## src/rtl/riscv_pkg.sv

```systemverilog
// Shared RISC-V encodings and the writeback pipeline-register layout.
package riscv_pkg;

  // Writeback result source select.
  localparam logic [1:0] RES_ALU  = 2'b00;
  localparam logic [1:0] RES_LOAD = 2'b01;
  localparam logic [1:0] RES_PC4  = 2'b10;
  localparam logic [1:0] RES_RSVD = 2'b11;

  // Load funct3 codes.
  localparam logic [2:0] F3_LB  = 3'b000;
  localparam logic [2:0] F3_LH  = 3'b001;
  localparam logic [2:0] F3_LW  = 3'b010;
  localparam logic [2:0] F3_LBU = 3'b100;
  localparam logic [2:0] F3_LHU = 3'b101;

  // One WB pipeline-register entry as captured from the MEM stage.
  typedef struct packed {
    logic        valid;
    logic        reg_write;
    logic [4:0]  rd;
    logic [1:0]  result_src;
    logic [31:0] alu;
    logic [31:0] read_data;
    logic [31:0] pc_plus4;
    logic [2:0]  funct3;
  } wb_entry_t;

endpackage

```

## src/rtl/load_align_unit.sv

```systemverilog
// Combinational load alignment: picks the addressed byte/halfword out of
// the raw memory word and sign- or zero-extends it to 32 bits.
module load_align_unit
  import riscv_pkg::*;
(
  input  logic [2:0]  funct3_i,
  input  logic [1:0]  addr_lo_i,
  input  logic [31:0] data_i,
  output logic [31:0] data_o
);

  logic [7:0]  byte_sel;
  logic [15:0] half_sel;

  // Select the addressed byte and halfword lanes.
  always_comb begin
    byte_sel = data_i[7:0];
    case (addr_lo_i)
      2'd0: byte_sel = data_i[7:0];
      2'd1: byte_sel = data_i[15:8];
      2'd2: byte_sel = data_i[23:16];
      2'd3: byte_sel = data_i[31:24];
      default: byte_sel = data_i[7:0];
    endcase
    half_sel = addr_lo_i[1] ? data_i[31:16] : data_i[15:0];
  end

  // Extend according to the load type; unknown codes pass the full word.
  always_comb begin
    data_o = data_i;
    case (funct3_i)
      F3_LB:   data_o = {{24{byte_sel[7]}}, byte_sel};
      F3_LBU:  data_o = {24'd0, byte_sel};
      F3_LH:   data_o = {{16{half_sel[15]}}, half_sel};
      F3_LHU:  data_o = {16'd0, half_sel};
      F3_LW:   data_o = data_i;
      default: data_o = data_i;
    endcase
  end

endmodule

```

## src/rtl/writeback_stage.sv

```systemverilog
// Writeback stage: WB pipeline register with stall/flush, result selection,
// register-file write port (written once per entry), EX forwarding and a
// 64-bit retired-instruction counter.
module writeback_stage
  import riscv_pkg::*;
(
  input  logic        clk,
  input  logic        rst,
  input  logic        stall,
  input  logic        flush,
  input  logic        mem_valid,
  input  logic        mem_reg_write,
  input  logic [4:0]  mem_rd,
  input  logic [1:0]  mem_result_src,
  input  logic [31:0] mem_alu_result,
  input  logic [31:0] mem_read_data,
  input  logic [31:0] mem_pc_plus4,
  input  logic [2:0]  mem_funct3,
  output logic        WE3,
  output logic [4:0]  A3,
  output logic [31:0] WD3,
  output logic        fwd_en,
  output logic [4:0]  fwd_rd,
  output logic [31:0] fwd_data,
  output logic [63:0] instret
);

  wb_entry_t   entry_q, entry_d;
  logic        done_q, done_d;
  logic [63:0] instret_q, instret_d;

  logic [31:0] load_data;
  logic [31:0] result;
  logic        writes_rd;

  load_align_unit u_load_align (
    .funct3_i  (entry_q.funct3),
    .addr_lo_i (entry_q.alu[1:0]),
    .data_i    (entry_q.read_data),
    .data_o    (load_data)
  );

  // Result mux; the reserved encoding falls back to the ALU value.
  always_comb begin
    result = entry_q.alu;
    case (entry_q.result_src)
      RES_ALU:  result = entry_q.alu;
      RES_LOAD: result = load_data;
      RES_PC4:  result = entry_q.pc_plus4;
      RES_RSVD: result = entry_q.alu;
      default:  result = entry_q.alu;
    endcase
  end

  // x0 is never a real destination, so it neither writes nor forwards.
  assign writes_rd = entry_q.valid & entry_q.reg_write & (entry_q.rd != 5'd0);

  assign WE3      = writes_rd & ~done_q;
  assign A3       = entry_q.rd;
  assign WD3      = result;
  assign fwd_en   = writes_rd;
  assign fwd_rd   = entry_q.rd;
  assign fwd_data = result;
  assign instret  = instret_q;

  // Next-state: flush bubbles, stall holds (remembering a completed write),
  // otherwise capture from MEM and count a retiring instruction.
  always_comb begin
    entry_d   = entry_q;
    done_d    = done_q;
    instret_d = instret_q;
    if (flush) begin
      entry_d.valid = 1'b0;
      done_d        = 1'b0;
    end else if (stall) begin
      done_d = done_q | WE3;
    end else begin
      entry_d.valid      = mem_valid;
      entry_d.reg_write  = mem_reg_write;
      entry_d.rd         = mem_rd;
      entry_d.result_src = mem_result_src;
      entry_d.alu        = mem_alu_result;
      entry_d.read_data  = mem_read_data;
      entry_d.pc_plus4   = mem_pc_plus4;
      entry_d.funct3     = mem_funct3;
      done_d             = 1'b0;
      instret_d          = instret_q + {63'd0, mem_valid};
    end
  end

  // State registers; reset wins over stall and flush.
  always_ff @(posedge clk) begin
    if (rst) begin
      entry_q   <= '0;
      done_q    <= 1'b0;
      instret_q <= 64'd0;
    end else begin
      entry_q   <= entry_d;
      done_q    <= done_d;
      instret_q <= instret_d;
    end
  end

endmodule
```

## config.mk

```make
export PLATFORM = sky130hd
export DESIGN_NAME = writeback_stage
export DESIGN_NICKNAME = d
export VERILOG_FILES = /design/src/rtl/riscv_pkg.sv /design/src/rtl/load_align_unit.sv /design/src/rtl/writeback_stage.sv
export SDC_FILE = /design/constraint.sdc
export NUM_CORES = 1
export LEC_CHECK = 0
export BUFFER_PORTS_ARGS = -buffer_cell sky130_fd_sc_hd__buf_2
export CORE_MARGIN = 8
export CORE_UTILIZATION = 47
export CTS_CLUSTER_SIZE = 14
export DETAILED_ROUTE_END_ITERATION = 8
export HOLD_SLACK_MARGIN = 0.02
export MAX_ROUTING_LAYER = met4
export PLACE_DENSITY_LB_ADDON = 0.08
export RECOVER_POWER = 25
export SETUP_SLACK_MARGIN = 0.1
export SYNTH_ARGS = -nofsm -noshare
export SYNTH_HDL_FRONTEND = slang
export SYNTH_SLANG_ARGS = --single-unit
```

## constraint.sdc

```tcl
create_clock -name clk -period 3.2 [get_ports clk]
set_input_delay 0.96 -clock clk [delete_from_list [all_inputs] [get_ports clk]]
set_output_delay 0.96 -clock clk [all_outputs]
set_load 0.02 [all_outputs]
```

==> flow_metrics.env <==
export IMPL_dp_cells=1447
export IMPL_hold_buffers=0
export IMPL_grt_max_degree=102
export IMPL_portBuffers=251
export IMPL_drt_iter0_drc=488
export IMPL_slew_headroom_pct=-68.7
export IMPL_die_y_um=147
export IMPL_synth_cell_types=43
export IMPL_grt_pass1_vias=7634
export IMPL_min_period_over_period_pct=98.8
export IMPL_synth_top_area_share_pct=43.0
export IMPL_synth_top_area_cell="dfxtp_1"
export IMPL_wire_per_inst_um=17.1
export IMPL_synth_seq_cells=173
export IMPL_yosys_warnings=0
export IMPL_die_area_sq_mm=0.0216
export IMPL_viasPerCell=5.47
export IMPL_setup_worst_path_class="flop to output pin"
export IMPL_critical_path_arrival_ns=2.20
export IMPL_setup_ws_ns=0.0393
export IMPL_synth_area_per_cell_sq_um=7.72
export IMPL_die_width_um=147
export IMPL_path_clk_slew_ns=0.07
export IMPL_synth_async_reset_ratio_pct=0
export IMPL_clkSinkCount=173
export IMPL_dr_pass1_iters=5
export IMPL_setup_violations=0
export IMPL_fin_util_pct=60.7
export IMPL_max_stage_delay_ns=0.52
export IMPL_dp_hpwl_um=18300
export IMPL_antenna_found_initial=8
export IMPL_gr_usage_all_layers_pct=23.4
export IMPL_grt_pass1_wl_um=40400
export IMPL_tritoncts="yes"
export IMPL_ys_seq_area_share_pct=43.0
export IMPL_synthFlopType="dfxtp_1"
export IMPL_rsz0062_at_grt="yes"
export IMPL_worstMarginPinSlew_ns=2.53
export IMPL_drv_cap=1
export IMPL_clockBufferDepth=2
export IMPL_crit_chain="mux4_2 > nand2b_4 > a211oi_2 > nor2b_2 > buf_4 > a21oi_1 > buf_2"
export IMPL_startpoint_type="flop"
export IMPL_total_power_uw=4980
export IMPL_dp_slack_ns=-0.155
export IMPL_syn_nets=1160
export IMPL_cts_buffers=17
export IMPL_rows=48
export IMPL_fin_crit_ns=3.16
export IMPL_htreeDepth=4
export IMPL_drc=0
export IMPL_hold_violations=0
export IMPL_status="finished with violations"
export IMPL_layout_drive_gt1_share_pct=29.8
export IMPL_max_freq_ghz=0.316
export IMPL_place_congestion=0.888
export IMPL_end_kind="output pin"
export IMPL_ant_nets=0
export IMPL_slowest_stage="mux4_2"
export IMPL_mostFrequentLayoutCells="nand2_1, buf_2, dfxtp_1"
export IMPL_drv_slew=52
export IMPL_synth_edf_count=0
export IMPL_drt_total_wl_um=25600
export IMPL_synth_area_sq_mm=0.00806
export IMPL_hold_class="flop to flop"
export IMPL_fillers=1597
export IMPL_start_util_pct=47.2
export IMPL_hold_slack_ns=0.454
export IMPL_ys_top_cells_by_area="dfxtp_1, nand2_1, a21oi_1"
export IMPL_grt_overflow_total=0
export IMPL_violations="capacitance limit, slew limit"
export IMPL_syn_inst=1044
export IMPL_clock_latency_ns=0.44
export IMPL_io_pins=252
export IMPL_final_common_cell="nand2_1"
export IMPL_crit_path_max_fanout=6
export IMPL_cp_required_ns=2.24
export IMPL_finalNetCount=1363
export IMPL_ir_drop_uv=394
export IMPL_fin_skew_ns=0.00958
export IMPL_cts_root_buf="clkbuf_16"
export IMPL_leakagePower_uw=0.00413
export IMPL_vias=8165
export IMPL_core_area_sq_mm=0.0171
export IMPL_area_delta_synth_final_pct=28.5
export IMPL_stdcell_count=1493
export IMPL_p_per_area_mw_per_mm2=481
## stage by stage
| step | area [sq um] | setup TNS, ns |
|---|---|---|
| floorplan | 8070 | 0 |
| global placement | 9390 | -1.09 |
| detailed placement | 9390 | -1.65 |
| CTS | 10100 | 0 |
| global route | 10400 | -0.632 |
| finish | 10400 | 0 |
## worst max-delay path: cells and delay by family (launching register included)
family          cells  cell delay (ns)
compound gates      2             0.17
flops               1             0.36
simple gates        2             0.34
buf+inv             2             0.38
mux                 1             0.52
## sequential cells by signal, summed over array words and instances, names as in the netlist
register,cells
done_q,1
instret,64
entry_q,103
A3,5
## path summary, 6_finish.rpt
kind,from,end,slack [ns],cells past startpoint
worst max-delay path,entry_q[67]$_SDFFE_PP0P_,WD3[23],0.04,7
worst min-delay path,entry_q[5]$_SDFFE_PP0P_,entry_q[5]$_SDFFE_PP0P_,0.45,2
worst max register to register,instret[2]$_SDFFE_PP0P_,instret[53]$_SDFFE_PP0P_,0.49,5
worst min register to register,entry_q[5]$_SDFFE_PP0P_,entry_q[5]$_SDFFE_PP0P_,0.45,2
## cell type report
type | instances | area [sq um] | area share (%)
Sequential cell | 173 | 3470 | 33.5
Tap cell | 225 | 282 | 2.72
Timing Repair Buffer | 297 | 1780 | 17.2
Antenna cell | 8 | 20.0 | 0.193
Clock inverter | 13 | 131 | 1.27
Clock buffer | 19 | 453 | 4.38
Inverter | 15 | 56.3 | 0.544
Multi-Input combinational cell | 743 | 4160 | 40.2
## cell families after synthesis
group / Yosys count / share of synthesized area (%)
and+or+nand+nor: 433 / 24.2
AOI/OAI and AO/OA: 259 / 18.7
DFF: 173 / 43.0
buffers and inverters: 128 / 8.03
xor gates and xnor gates: 37 / 4.02
muxes: 10 / 1.51
adders and majority gates: 4 / 0.621
## report_power, final
part | switching (uW) | total (uW) | internal (uW) | leakage [uW]
registers | 46.2 | 2260 | 2220 | 0.00141
clock network | 932 | 2060 | 1130 | 0.000283
logic | 392 | 654 | 262 | 0.00244
total | 1370 | 4980 | 3610 | 0.00413
## synthesized netlist by cell type (2+ instances only)
library cell	n
inv_1	15
mux2_2	7
nor2b_1	2
o22a_1	7
o31ai_1	14
buf_4	42
a21oi_1	168
buf_1	3
or2_2	2
o21ai_0	18
xnor2_1	20
and2_1	4
nand3_1	22
or3_1	12
mux2i_1	2
clkbuf_1	66
or4_1	15
and4_1	7
o22ai_1	15
nor4_1	12
nand2b_1	2
dfxtp_1	173
a22oi_1	7
nor2_1	50
nand2_1	260
a221oi_1	26
nor3_1	10
nand4_1	27
xor2_1	17
ha_1	4
and3_1	3
## layer usage
metal	vias to the layer above	GRT usage [%]	routed length, um
li1	4030	-	-
met1	3814	29.1	11100
met2	292	36.2	12000
met3	29	6.71	2100
met4	0	7.19	410
met5	-	-	0
## repair_timing
item                                    CTS  global route
resized for setup                        33            51
cloned                                    1             0
pin swaps                                 0             3
endpoints found under the setup margin   52            53
buffers inserted                          3             3
Note: power is estimated with default switching activity, not from simulation.
